`src/rtl/main_graphic_frame_scheduler_if.sv`:
```
// Row-write, swap, scan-timing and frame bundle between requesters and the frame scheduler.
// Master drives requests/pixels and blink enable; slave returns grants, swap status, scan timing and the frame.
interface main_graphic_frame_scheduler_if;
    logic        gm_req;
    logic [2:0]  gm_row;
    logic [7:0]  gm_data;
    logic        gm_gnt;
    logic        ov_req;
    logic [2:0]  ov_row;
    logic [7:0]  ov_data;
    logic        ov_gnt;
    logic        swap_req;
    logic        swap_busy;
    logic        swap_done;
    logic        blink_en;
    logic        scan_tick;
    logic [2:0]  row_idx;
    logic        frame_start;
    logic [63:0] MainGraphic;

    modport master (
        output gm_req, gm_row, gm_data, ov_req, ov_row, ov_data, swap_req, blink_en,
        input  gm_gnt, ov_gnt, swap_busy, swap_done, scan_tick, row_idx, frame_start, MainGraphic
    );

    modport slave (
        input  gm_req, gm_row, gm_data, ov_req, ov_row, ov_data, swap_req, blink_en,
        output gm_gnt, ov_gnt, swap_busy, swap_done, scan_tick, row_idx, frame_start, MainGraphic
    );
endinterface

```
`src/rtl/main_graphic_frame_scheduler.sv`:
```
// Tear-free 8x8 frame owner: round-robin row writes into a back buffer, swap on frame boundary, blink.
// Grant 1 cycle after req, frame 1 cycle after front/blink change; requesters hold req until gnt, none in PENDING.
module main_graphic_frame_scheduler #(
    parameter int SCAN_DIV     = 2500,
    parameter int BLINK_FRAMES = 32
) (
    input logic                          clk,
    input logic                          rst_n,
    main_graphic_frame_scheduler_if.slave bus
);
    localparam int PW = $clog2(SCAN_DIV);
    localparam int BW = $clog2(2 * BLINK_FRAMES);
    localparam logic [PW-1:0] PRE_LAST   = PW'(SCAN_DIV - 1);
    localparam logic [BW-1:0] BLINK_LAST = BW'(2 * BLINK_FRAMES - 1);
    localparam logic [BW-1:0] BLINK_HALF = BW'(BLINK_FRAMES);

    typedef enum logic {IDLE, PENDING} state_t;

    state_t        state_q, state_d;
    logic [PW-1:0] pre_q;
    logic [2:0]    row_q;
    logic [BW-1:0] blink_q;
    logic          gm_gnt_q, ov_gnt_q, gm_gnt_d, ov_gnt_d;
    logic          ptr_ov_q, ptr_ov_d;
    logic          gm_elig, ov_elig;
    logic [63:0]   back_q, front_q, mg_q;
    logic          done_q;
    logic          scan_tick, frame_start;

    assign scan_tick   = (pre_q == PRE_LAST);
    assign frame_start = scan_tick && (row_q == 3'd7);

    always_ff @(posedge clk or negedge rst_n) begin
        if (!rst_n) begin
            pre_q   <= '0;
            row_q   <= '0;
            blink_q <= '0;
        end else begin
            pre_q <= scan_tick ? '0 : pre_q + 1'b1;
            if (scan_tick)
                row_q <= row_q + 3'd1;
            if (frame_start)
                blink_q <= (blink_q == BLINK_LAST) ? '0 : blink_q + 1'b1;
        end
    end

    // A requester whose grant is showing this cycle is not eligible again until the next sample,
    // which is what keeps two held requests alternating.
    always_comb begin
        state_d  = state_q;
        gm_gnt_d = 1'b0;
        ov_gnt_d = 1'b0;
        ptr_ov_d = ptr_ov_q;
        gm_elig  = 1'b0;
        ov_elig  = 1'b0;
        case (state_q)
            IDLE:    if (bus.swap_req) state_d = PENDING;
            PENDING: if (frame_start)  state_d = IDLE;
            default: state_d = IDLE;
        endcase
        if (state_q == IDLE && !bus.swap_req) begin
            gm_elig = bus.gm_req && !gm_gnt_q;
            ov_elig = bus.ov_req && !ov_gnt_q;
            if (gm_elig && ov_elig) begin
                gm_gnt_d = !ptr_ov_q;
                ov_gnt_d = ptr_ov_q;
                ptr_ov_d = !ptr_ov_q;
            end else begin
                gm_gnt_d = gm_elig;
                ov_gnt_d = ov_elig;
            end
        end
    end

    always_ff @(posedge clk or negedge rst_n) begin
        if (!rst_n) begin
            state_q  <= IDLE;
            gm_gnt_q <= 1'b0;
            ov_gnt_q <= 1'b0;
            ptr_ov_q <= 1'b0;
            back_q   <= '0;
            front_q  <= '0;
            done_q   <= 1'b0;
            mg_q     <= '0;
        end else begin
            state_q  <= state_d;
            gm_gnt_q <= gm_gnt_d;
            ov_gnt_q <= ov_gnt_d;
            ptr_ov_q <= ptr_ov_d;
            // Row r lives at bits [63-8r -: 8], i.e. byte offset (7-r)*8.
            if (gm_gnt_q)
                back_q[{~bus.gm_row, 3'b000} +: 8] <= bus.gm_data;
            if (ov_gnt_q)
                back_q[{~bus.ov_row, 3'b000} +: 8] <= bus.ov_data;
            if (state_q == PENDING && frame_start)
                front_q <= back_q;
            done_q <= (state_q == PENDING) && frame_start;
            mg_q   <= (bus.blink_en && (blink_q >= BLINK_HALF)) ? '0 : front_q;
        end
    end

    assign bus.gm_gnt      = gm_gnt_q;
    assign bus.ov_gnt      = ov_gnt_q;
    assign bus.swap_busy   = (state_q == PENDING);
    assign bus.swap_done   = done_q;
    assign bus.scan_tick   = scan_tick;
    assign bus.row_idx     = row_q;
    assign bus.frame_start = frame_start;
    assign bus.MainGraphic = mg_q;
endmodule
```
`src/flat_wrapper.sv`:
```
// flat-port wrapper written by rule: the top's interface ports become plain ports
module main_graphic_frame_scheduler_flat 
#(
    parameter int SCAN_DIV     = 2500,
    parameter int BLINK_FRAMES = 32
)
  (clk, rst_n, bus_gm_req, bus_gm_row, bus_gm_data, bus_ov_req, bus_ov_row, bus_ov_data, bus_swap_req, bus_blink_en, bus_gm_gnt, bus_ov_gnt, bus_swap_busy, bus_swap_done, bus_scan_tick, bus_row_idx, bus_frame_start, bus_MainGraphic);
  main_graphic_frame_scheduler_if bus_i ();
  input logic clk;
  input logic rst_n;
  input wire logic [$bits(bus_i.gm_req)-1:0] bus_gm_req;
  input wire logic [$bits(bus_i.gm_row)-1:0] bus_gm_row;
  input wire logic [$bits(bus_i.gm_data)-1:0] bus_gm_data;
  input wire logic [$bits(bus_i.ov_req)-1:0] bus_ov_req;
  input wire logic [$bits(bus_i.ov_row)-1:0] bus_ov_row;
  input wire logic [$bits(bus_i.ov_data)-1:0] bus_ov_data;
  input wire logic [$bits(bus_i.swap_req)-1:0] bus_swap_req;
  input wire logic [$bits(bus_i.blink_en)-1:0] bus_blink_en;
  output wire logic [$bits(bus_i.gm_gnt)-1:0] bus_gm_gnt;
  output wire logic [$bits(bus_i.ov_gnt)-1:0] bus_ov_gnt;
  output wire logic [$bits(bus_i.swap_busy)-1:0] bus_swap_busy;
  output wire logic [$bits(bus_i.swap_done)-1:0] bus_swap_done;
  output wire logic [$bits(bus_i.scan_tick)-1:0] bus_scan_tick;
  output wire logic [$bits(bus_i.row_idx)-1:0] bus_row_idx;
  output wire logic [$bits(bus_i.frame_start)-1:0] bus_frame_start;
  output wire logic [$bits(bus_i.MainGraphic)-1:0] bus_MainGraphic;
  assign bus_i.gm_req = bus_gm_req;
  assign bus_i.gm_row = bus_gm_row;
  assign bus_i.gm_data = bus_gm_data;
  assign bus_i.ov_req = bus_ov_req;
  assign bus_i.ov_row = bus_ov_row;
  assign bus_i.ov_data = bus_ov_data;
  assign bus_i.swap_req = bus_swap_req;
  assign bus_i.blink_en = bus_blink_en;
  assign bus_gm_gnt = bus_i.gm_gnt;
  assign bus_ov_gnt = bus_i.ov_gnt;
  assign bus_swap_busy = bus_i.swap_busy;
  assign bus_swap_done = bus_i.swap_done;
  assign bus_scan_tick = bus_i.scan_tick;
  assign bus_row_idx = bus_i.row_idx;
  assign bus_frame_start = bus_i.frame_start;
  assign bus_MainGraphic = bus_i.MainGraphic;
  main_graphic_frame_scheduler #(.SCAN_DIV(SCAN_DIV), .BLINK_FRAMES(BLINK_FRAMES)) u_core (.clk(clk), .rst_n(rst_n), .bus(bus_i));
endmodule
```
`config.mk`:
```
export PLATFORM = sky130hd
export DESIGN_NAME = main_graphic_frame_scheduler_flat
export DESIGN_NICKNAME = d
export VERILOG_FILES = /design/src/rtl/main_graphic_frame_scheduler_if.sv /design/src/rtl/main_graphic_frame_scheduler.sv /design/src/flat_wrapper.sv
export SDC_FILE = /design/constraint.sdc
export NUM_CORES = 1
export LEC_CHECK = 0
export CAP_MARGIN = 20
export CELL_PAD_IN_SITES_DETAIL_PLACEMENT = 1
export CELL_PAD_IN_SITES_GLOBAL_PLACEMENT = 1
export CORE_UTILIZATION = 45
export DETAILED_ROUTE_END_ITERATION = 6
export PLACE_DENSITY_LB_ADDON = 0.25
export SKIP_LAST_GASP = 1
export SLEW_MARGIN = 20
export SYNTH_ARGS = -nofsm -noshare
export SYNTH_HDL_FRONTEND = slang
export SYNTH_SLANG_ARGS = --single-unit
```
`constraint.sdc`:
```
create_clock -name clk -period 6.1 [get_ports clk]
set_input_delay 0.61 -clock clk [delete_from_list [all_inputs] [get_ports clk]]
set_output_delay 0.61 -clock clk [all_outputs]
set_load 0.02 [all_outputs]
```
==> results of run 1 <==
-- state kept, by name, summed over array words and instances, names as in the netlist --
signal                  cells
u_core.blink_q              6
u_core.bus.swap_done        1
u_core.bus.MainGraphic     64
u_core.back_q              64
u_core.front_q             64
u_core.bus.gm_gnt           1
u_core.ptr_ov_q             1
u_core.pre_q               12
u_core.bus.row_idx          3
u_core.bus.swap_busy        1
u_core.bus.ov_gnt           1
-- final timing paths --
| check | to | startpoint | slack [ps] | cells past startpoint |
|---|---|---|---|---|
| worst max register to register | u_core.front_q[9]$_DFFE_PN0P_ | u_core.pre_q[0]$_DFF_PN0_ | 2230 | 6 |
| max in group asynchronous | u_core.front_q[40]$_DFFE_PN0P_ | rst_n | 4630 | 2 |
| worst min register to register | u_core.bus.MainGraphic[26]$_DFF_PN0_ | u_core.front_q[26]$_DFFE_PN0P_ | 480 | 1 |
| min in group clk | u_core.bus.MainGraphic[26]$_DFF_PN0_ | u_core.front_q[26]$_DFFE_PN0P_ | 480 | 1 |
| worst max-delay path | bus_frame_start | u_core.pre_q[0]$_DFF_PN0_ | 2110 | 6 |
| worst min-delay path | u_core.bus.MainGraphic[63]$_DFF_PN0_ | rst_n | 180 | 1 |
-- critical path: stages, from the launching register on --
cell	delay [ps]
dfrtp_1	380
ha_1	240
or4b_4	490
nor4_4	830
nand2_1	230
inv_1	100
clkdlybuf4s50_1	600
-- where the power goes --
| part | internal [uW] | total, uW | switching, uW |
|---|---|---|---|
| clock network | 812 | 1360 | 546 |
| registers | 1460 | 1470 | 11.0 |
| logic | 35.1 | 112 | 77.2 |
| total | 2310 | 2940 | 634 |
-- kinds of logic after synthesis --
group	share of synthesized area
AOI/OAI and AO/OA	0.0532
xor gates and xnor gates	0.0109
adders and majority gates	0.0141
buffers and inverters	0.0277
DFF	0.615
muxes	0.146
and+or+nand+nor	0.133
-- layer usage --
layer	part of all wire	up-vias	routed length, um
met5	0	-	0
met4	0.027	0	584
met2	0.50	146	10700
met1	0.43	2918	9200
li1	-	2610	-
met3	0.047	50	1020
-- cells in the final DEF (no fill, tap or decap), drive strengths merged, types with 3 or more instances in the layout --
master / n
inv: 11
and3: 4
nand3b: 4
buf: 8
nand2: 56
mux2i: 53
a21oi: 21
nor2: 46
nor2b: 4
mux2: 68
xnor2: 9
clkdlybuf4s50: 99
ha: 10
o221ai: 8
and2: 69
and3b: 3
a31oi: 10
nand4: 6
nand3: 9
nor3b: 3
nor4: 5
clkbuf: 34
dfrtp: 218
o21ai: 35
-- through the flow --
step                      total power [uW]  hold slack [ps]  setup WS (ps)  instance area, um2
final                                 2940              182           2110               10800
after global placement                1610              451           2390               10100
after floorplan                       1530              314           3340                8870
after detailed placement              1610              461           2220               10100
after CTS                             2970              241           2090               10800
after global routing                  3040              280           1910               10800
-- area by class of cell --
class / instances / area share
Clock buffer: 33 / 0.0633
Sequential cell: 218 / 0.506
Clock inverter: 4 / 0.00441
Tap cell: 260 / 0.0301
Multi-Input combinational cell: 444 / 0.294
Timing Repair Buffer: 108 / 0.0990
Inverter: 11 / 0.00383
==> qor.txt, run 1 <==
run status: finished clean
CP endpoint kind: primary output
leading area contributor after synthesis: dfrtp_1
fraction of layout cells with a size suffix above 1: 0.0954
Wirelength per Cell: 20.0 um
TritonCTS Buffers: 23
RePlAce Congestion: 0.827
synthesized area per cell: 12.5 um2
ranking of synthesized cells by instance count: dfrtp_1, and2_1, nand2_1
non-filler instance count after layout: 1078
Fin Clk Skew: 14.8 ps
Diodes inserted: 0
number of remaining DRC errors: 0
Initial DRC Count: 283
post-synthesis net count: 747
post-route antenna net violation count: 0
Final Routed Wirelength: 21.5 mm
total negative slack: 0 ps
number of synthesized register bits: 218
buffer levels on the longest clock path: 3
pin count of the biggest net entering global routing: 104
Layout area overhead: 21.7%
clock tree from TritonCTS: yes
peak-usage layer in the global routing report: met2
clock latency at the later pin of the worst-skew pair: 500 ps
share of async-settable or async-resettable flops after synthesis: 1.00
upper clock frequency limit: 251 MHz
leftover overflow at the end of global routing: 0
chip width: 142 um
total instance count after detailed placement: 1041
standard-cell row count: 50
Storage cell area: 0.00546 mm2
total area of multi-input combinational cells: 0.00317 mm2
CP Data Required Time: 5490 ps
Root Driver: clkbuf_16
critical path class: reg -> out
clock-pin slew of the registers on the worst-case setup and hold paths: 60 ps
Filler Cell Count: 1964
crit share post-route: 0.654
total of cells resized after clock tree synthesis: 0
global-route wire length before repair: 34.6 mm
Cell variety after synth: 47
Slew HR: 0.369
area share of the leading cell type in the synthesized netlist: 0.615
static power due to leakage: 0.00519 uW
GR met2 Demand/Resource: 0.379
initial standard-cell utilization of the core: 0.466
total die area: 0.0203 mm2
count of maximum capacitance violations: 0
post-CTS repair timing setup buffer count: 0
final critical delay including setup and external delays: 3990 ps
top-level I/O count: 101
total number of yosys warnings: 0
Peak supply drop: 0.173 mV
top area cells in the synthesized netlist: dfrtp_1, mux2i_1, mux2_1
power per unit of standard cell area: 273 mW/mm2
placed wire-length estimate after detailed placement: 13.9 mm
cell with the most instances after synthesis: dfrtp_1
final hold vios: 0
part of the Yosys area used for sequential elements: 0.615
die height: 142 um
number of max-slew violations in the final report: 0
mapped cell area: 0.00887 mm2
Sink Count: 218
min-delay worst type: in -> async
Gate Count Post-Synth: 709
H-tree levels: 1
met1 Use GR: 0.291
number of optimization iterations in the first detailed-route pass: 4
via count of the first global-routing pass: 6261
Final #Nets: 844
initial antenna violation count: 0
number of enable-type register cells in the synthesized netlist: 0
slew at the pin with the worst max-slew slack: 939 ps
global router's overall resource usage: 0.223
ys flop type: dfrtp_1
share of the core filled with cells in the final layout: 0.567
Core Footprint: 0.0190 mm2
RSZ-0062 raised after global routing: false
signal arrival time at the worst endpoint: 3380 ps
average vias per placed instance: 5.31
routed vias: 5724
Buffers on Ports: 100
Final setup violation count: 0
global-route met3 utilization: 0.0360
Max Fanout on Critical Path: 18
number of hold-repair buffers added at the cts stage: 0
startpoint types: flip-flop
(Power assumes the default switching activity.)
==> run 2, diff against run 1 <==
--- a/config.mk
+++ b/config.mk
@@ -8,7 +8,7 @@
 export CAP_MARGIN = 20
 export CELL_PAD_IN_SITES_DETAIL_PLACEMENT = 1
 export CELL_PAD_IN_SITES_GLOBAL_PLACEMENT = 1
-export CORE_UTILIZATION = 45
+export CORE_UTILIZATION = 41
 export DETAILED_ROUTE_END_ITERATION = 6
 export PLACE_DENSITY_LB_ADDON = 0.25
 export SKIP_LAST_GASP = 1
==> constraint.sdc (replaced) <==
create_clock -name clk -period 3.3 [get_ports clk]
set_input_delay 0.33 -clock clk [delete_from_list [all_inputs] [get_ports clk]]
set_output_delay 0.33 -clock clk [all_outputs]
set_load 0.02 [all_outputs]
==> qor.txt, run 2 (synthesis results as in run 1) <==
Critical path buffers and inverters: 3
final hold vios: 0
total die area: 0.0222 mm2
Diodes inserted: 0
clock tree from TritonCTS: yes
number of optimization iterations in the first detailed-route pass: 4
total of cells resized after clock tree synthesis: 0
startpoint types: flip-flop
upper clock frequency limit: 313 MHz
crit share post-route: 0.968
signal arrival time at the worst endpoint: 2870 ps
Final Routed Wirelength: 21.8 mm
via count of the first global-routing pass: 6219
cell breakdown of the critical path: ha_1, or4b_4, nor4_4, buf_4, buf_4, clkdlybuf4s50_1
fraction of layout cells with a size suffix above 1: 0.105
total power draw: 5520 uW
run status: finished clean
total area of multi-input combinational cells: 0.00317 mm2
Initial DRC Count: 242
Root Driver: clkbuf_16
Final #Nets: 853
die height: 149 um
Core Footprint: 0.0211 mm2
Peak supply drop: 0.366 mV
RePlAce Congestion: 0.881
final setup margin: 104 ps
Top Family by Delay on Critical Path: buffers and inverters
DP Worst Slack: 388 ps
average vias per placed instance: 5.23
number of max-slew violations in the final report: 0
Filler Cell Count: 2131
number of remaining DRC errors: 0
routed vias: 5773
Fin Clk Skew: 9.32 ps
Sink Count: 218
non-filler instance count after layout: 1104
Wirelength per Cell: 19.8 um
CP Data Required Time: 2970 ps
CP endpoint kind: primary output
buffer levels on the longest clock path: 3
peak per-stage delay on the critical path: 620 ps
min-delay worst type: in -> async
most common cell type on the critical path: buf_4
static power due to leakage: 0.00526 uW
Slew HR: 0.523
most frequent standard cell in the layout excluding fill and tap cells: dfrtp_1
leftover overflow at the end of global routing: 0
total negative slack: 0 ps
global router's overall resource usage: 0.206
Storage cell area: 0.00546 mm2
Buffers on Ports: 100
top library cells by usage in the layout, fill and taps aside: dfrtp_1, clkdlybuf4s50_1, and2_1
critical path class: reg -> out
top-level I/O count: 101
H-tree levels: 1
clock latency at the later pin of the worst-skew pair: 510 ps
TritonCTS Buffers: 24
peak-usage layer in the global routing report: met2
slew at the pin with the worst max-slew slack: 709 ps
met1 Use GR: 0.275
clock-pin slew of the registers on the worst-case setup and hold paths: 60 ps
share of the core filled with cells in the final layout: 0.518
pin count of the biggest net entering global routing: 85
global-route wire length before repair: 35.0 mm
Max Fanout on Critical Path: 12
Final setup violation count: 0
total instance count after detailed placement: 1061
chip width: 149 um
Layout area overhead: 23.3%
initial antenna violation count: 0
standard-cell row count: 53
final critical delay including setup and external delays: 3200 ps
initial standard-cell utilization of the core: 0.421
reg-to-reg slack, setup: 670 ps
power per unit of standard cell area: 505 mW/mm2
post-route antenna net violation count: 0
global-route met3 utilization: 0.0291
count of maximum capacitance violations: 0
GR met2 Demand/Resource: 0.351
placed wire-length estimate after detailed placement: 14.4 mm
Slowest cell on crit path: clkdlybuf4s50_1
[run 2: changes by cell type in the layout (fill, tap and decap cells not counted), sizes merged]
cell,delta
dlygate4sd3,+1
clkinvlp,-1
buf,+7
bufinv,-1
inv,+1
clkbuf,+4
[run 2: repair_timing]
| item | in CTS | in global routing |
|---|---|---|
| setup buffers | 0 | 2 |
| hold endpoints to repair | 81 | 0 |
| pin swaps | 1 | 1 |
| gates cloned | 0 | 0 |
| endpoints found under the setup margin | 2 | 2 |
| hold buffers | 1 | 0 |
[run 2: path summary, 6_finish.rpt]
kind                                           startpoint                                    to  depth (start not counted)
max                             u_core.pre_q[0]$_DFF_PN0_                         bus_scan_tick                          6
min                                                 rst_n  u_core.bus.MainGraphic[20]$_DFF_PN0_                          2
max reg2reg                     u_core.pre_q[0]$_DFF_PN0_        u_core.front_q[53]$_DFFE_PN0P_                          7
min reg2reg                u_core.front_q[15]$_DFFE_PN0P_  u_core.bus.MainGraphic[15]$_DFF_PN0_                          1
max in group asynchronous                           rst_n  u_core.bus.MainGraphic[47]$_DFF_PN0_                          3
min in group clk                               bus_gm_req           u_core.bus.gm_gnt$_DFF_PN0_                          3
[run 2: metrics by stage]
stage	hold WS, ps	instance area [um2]
2_1_floorplan	34.4	8870
3_3_place_gp	410	10100
3_5_place_dp	423	10100
4_1_cts	424	10900
5_1_grt	442	10900
6_report	411	10900
[run 2: layout make-up]
cell class / instances / share of cell area
Clock buffer: 37 / 0.0687
Clock inverter: 3 / 0.00172
Inverter: 11 / 0.00378
Multi-Input combinational cell: 444 / 0.290
Sequential cell: 218 / 0.499
Tap cell: 275 / 0.0315
Timing Repair Buffer: 116 / 0.105
[run 2: power breakdown]
part	internal (uW)	switching [uW]
sequential	2700	20.8
combinational	69.6	144
clock	1550	1030
total	4320	1190
[run 2: metal layers]
layer  wire [um]  share of wire  vias up
li1            -              -     2635
met1        9460           0.43     2989
met2       11000           0.50      121
met3         989          0.045       28
met4         373          0.017        0
met5           0              0        -
==> run 3, diff against run 2 <==
--- a/config.mk
+++ b/config.mk
@@ -8,6 +8,7 @@
 export CAP_MARGIN = 20
 export CELL_PAD_IN_SITES_DETAIL_PLACEMENT = 1
 export CELL_PAD_IN_SITES_GLOBAL_PLACEMENT = 1
+export CORE_MARGIN = 2
 export CORE_UTILIZATION = 41
 export DETAILED_ROUTE_END_ITERATION = 6
 export PLACE_DENSITY_LB_ADDON = 0.25
==> constraint.sdc (replaced) <==
create_clock -name clk -period 2.6 [get_ports clk]
set_input_delay 0.26 -clock clk [delete_from_list [all_inputs] [get_ports clk]]
set_output_delay 0.26 -clock clk [all_outputs]
set_load 0.02 [all_outputs]
==> qor.txt, run 3 (synthesis results as in run 1) <==
run status: finished clean
clock latency at the later pin of the worst-skew pair: 510 ps
power per unit of standard cell area: 641 mW/mm2
placed wire-length estimate after detailed placement: 15.0 mm
Initial DRC Count: 347
average vias per placed instance: 5.19
cell breakdown of the critical path: ha_2, or4b_4, nor4_4, buf_4, and3_4, buf_12, mux2_1
clock tree from TritonCTS: yes
startpoint types: flip-flop
Slew HR: 0.562
static power due to leakage: 0.00547 uW
final hold vios: 0
total instance count after detailed placement: 1081
signal arrival time at the worst endpoint: 2930 ps
Peak supply drop: 0.568 mV
total die area: 0.0228 mm2
initial antenna violation count: 0
number of optimization iterations in the first detailed-route pass: 4
initial standard-cell utilization of the core: 0.419
CP endpoint kind: flip-flop
Wirelength per Cell: 20.4 um
placement-stage cell area: 0.0103 mm2
Buffers on Ports: 100
Critical path buffers and inverters: 2
Max Fanout on Critical Path: 15
top-level I/O count: 101
Layout area overhead: 27.6%
fraction of layout cells with a size suffix above 1: 0.143
critical path class: reg -> reg
Final #Nets: 882
TritonCTS Buffers: 24
min-delay worst type: in -> async
Fin Clk Skew: 6.62 ps
crit share post-route: 0.981
via count of the first global-routing pass: 6341
H-tree levels: 1
buffer levels on the longest clock path: 3
final critical delay including setup and external delays: 2550 ps
Top Family by Delay on Critical Path: simple AND/OR/NAND/NOR gates
global router's overall resource usage: 0.205
most frequent standard cell in the layout excluding fill and tap cells: dfrtp_1
RSZ-0062 raised after global routing: true
routed vias: 5898
Diodes inserted: 0
Core Footprint: 0.0212 mm2
non-filler instance count after layout: 1137
number of max-slew violations in the final report: 0
count of maximum capacitance violations: 0
post-route antenna net violation count: 0
CP Data Required Time: 2980 ps
leftover overflow at the end of global routing: 0
die height: 151 um
Sink Count: 218
final cell area excluding filler cells: 0.0113 mm2
upper clock frequency limit: 392 MHz
standard-cell row count: 53
Slowest cell on crit path: or4b_4
share of the core filled with cells in the final layout: 0.535
top library cells by usage in the layout, fill and taps aside: dfrtp_1, clkdlybuf4s50_1, and2_1
chip width: 151 um
RePlAce Congestion: 0.851
clock-pin slew of the registers on the worst-case setup and hold paths: 60 ps
Final Routed Wirelength: 23.2 mm
peak per-stage delay on the critical path: 490 ps
slew at the pin with the worst max-slew slack: 656 ps
Root Driver: clkbuf_16
number of remaining DRC errors: 0
Final setup violation count: 0
pin count of the biggest net entering global routing: 67
global-route wire length before repair: 35.8 mm
run 3: cell types whose count changed in the layout (fill, tap and decap cells not counted), moves of 2 or more:
cell             before  now
buf_12                2    4
buf_4                13   35
buf_6                 0    4
bufinv_16             0    3
clkbuf_1              4    7
clkbuf_16            25   28
clkbuf_8              9    5
clkdlybuf4s50_1      99   97
clkinv_2              2    4
run 3: power breakdown:
group          total, uW  internal (uW)  switching [uW]
sequential          3460           3430            26.8
clock               3500           2170            1330
combinational        293            102             191
run 3: final timing paths:
path,startpoint,endpoint,cells after the start,slack [ps]
worst max-delay path,u_core.pre_q[0]$_DFF_PN0_,u_core.front_q[41]$_DFFE_PN0P_,7,50
worst min-delay path,rst_n,u_core.front_q[19]$_DFFE_PN0P_,2,320
worst max register to register,u_core.pre_q[0]$_DFF_PN0_,u_core.front_q[41]$_DFFE_PN0P_,7,50
worst min register to register,u_core.front_q[31]$_DFFE_PN0P_,u_core.bus.MainGraphic[31]$_DFF_PN0_,1,470
max in group asynchronous,rst_n,u_core.bus.MainGraphic[7]$_DFF_PN0_,3,1540
min in group clk,bus_swap_req,u_core.bus.gm_gnt$_DFF_PN0_,2,380
run 3: layout make-up:
class	instances	area (um2)
tap	275	344
fill	2183	9840
clock inverter	8	119
clock buffer	36	707
inverter	11	41.3
multi-input combinational	444	3190
timing repair buffer	145	1460
sequential	218	5460
run 3: per-layer routing:
metal | track usage | vias to the layer above | share of wire
li1 | - | 2700 | -
met1 | 0.269 | 3039 | 0.43
met2 | 0.359 | 124 | 0.51
met3 | 0.0331 | 35 | 0.039
met4 | 0.0477 | 0 | 0.024
met5 | 0 | - | 0
run 3: stage by stage:
step	power [uW]	TNS (ps)	hold WS, ps	setup WS (ps)
after CTS	7330	0	330	19.6
after detailed placement	3810	-30.9	294	-22.1
final	7260	0	322	50.1
after global routing	7500	-339	373	-39.3
after floorplan	3590	0	-35.6	156
after global placement	3790	0	282	82.9
run 3: what timing repair did:
action / in CTS / in global routing
setup buffers: 3 / 4
hold buffers: 1 / 0
pin swaps: 2 / 3
gates resized for setup: 8 / 10
endpoints found under the hold margin: 62 / 0
setup endpoints to repair: 2 / 28
cloned: 0 / 4
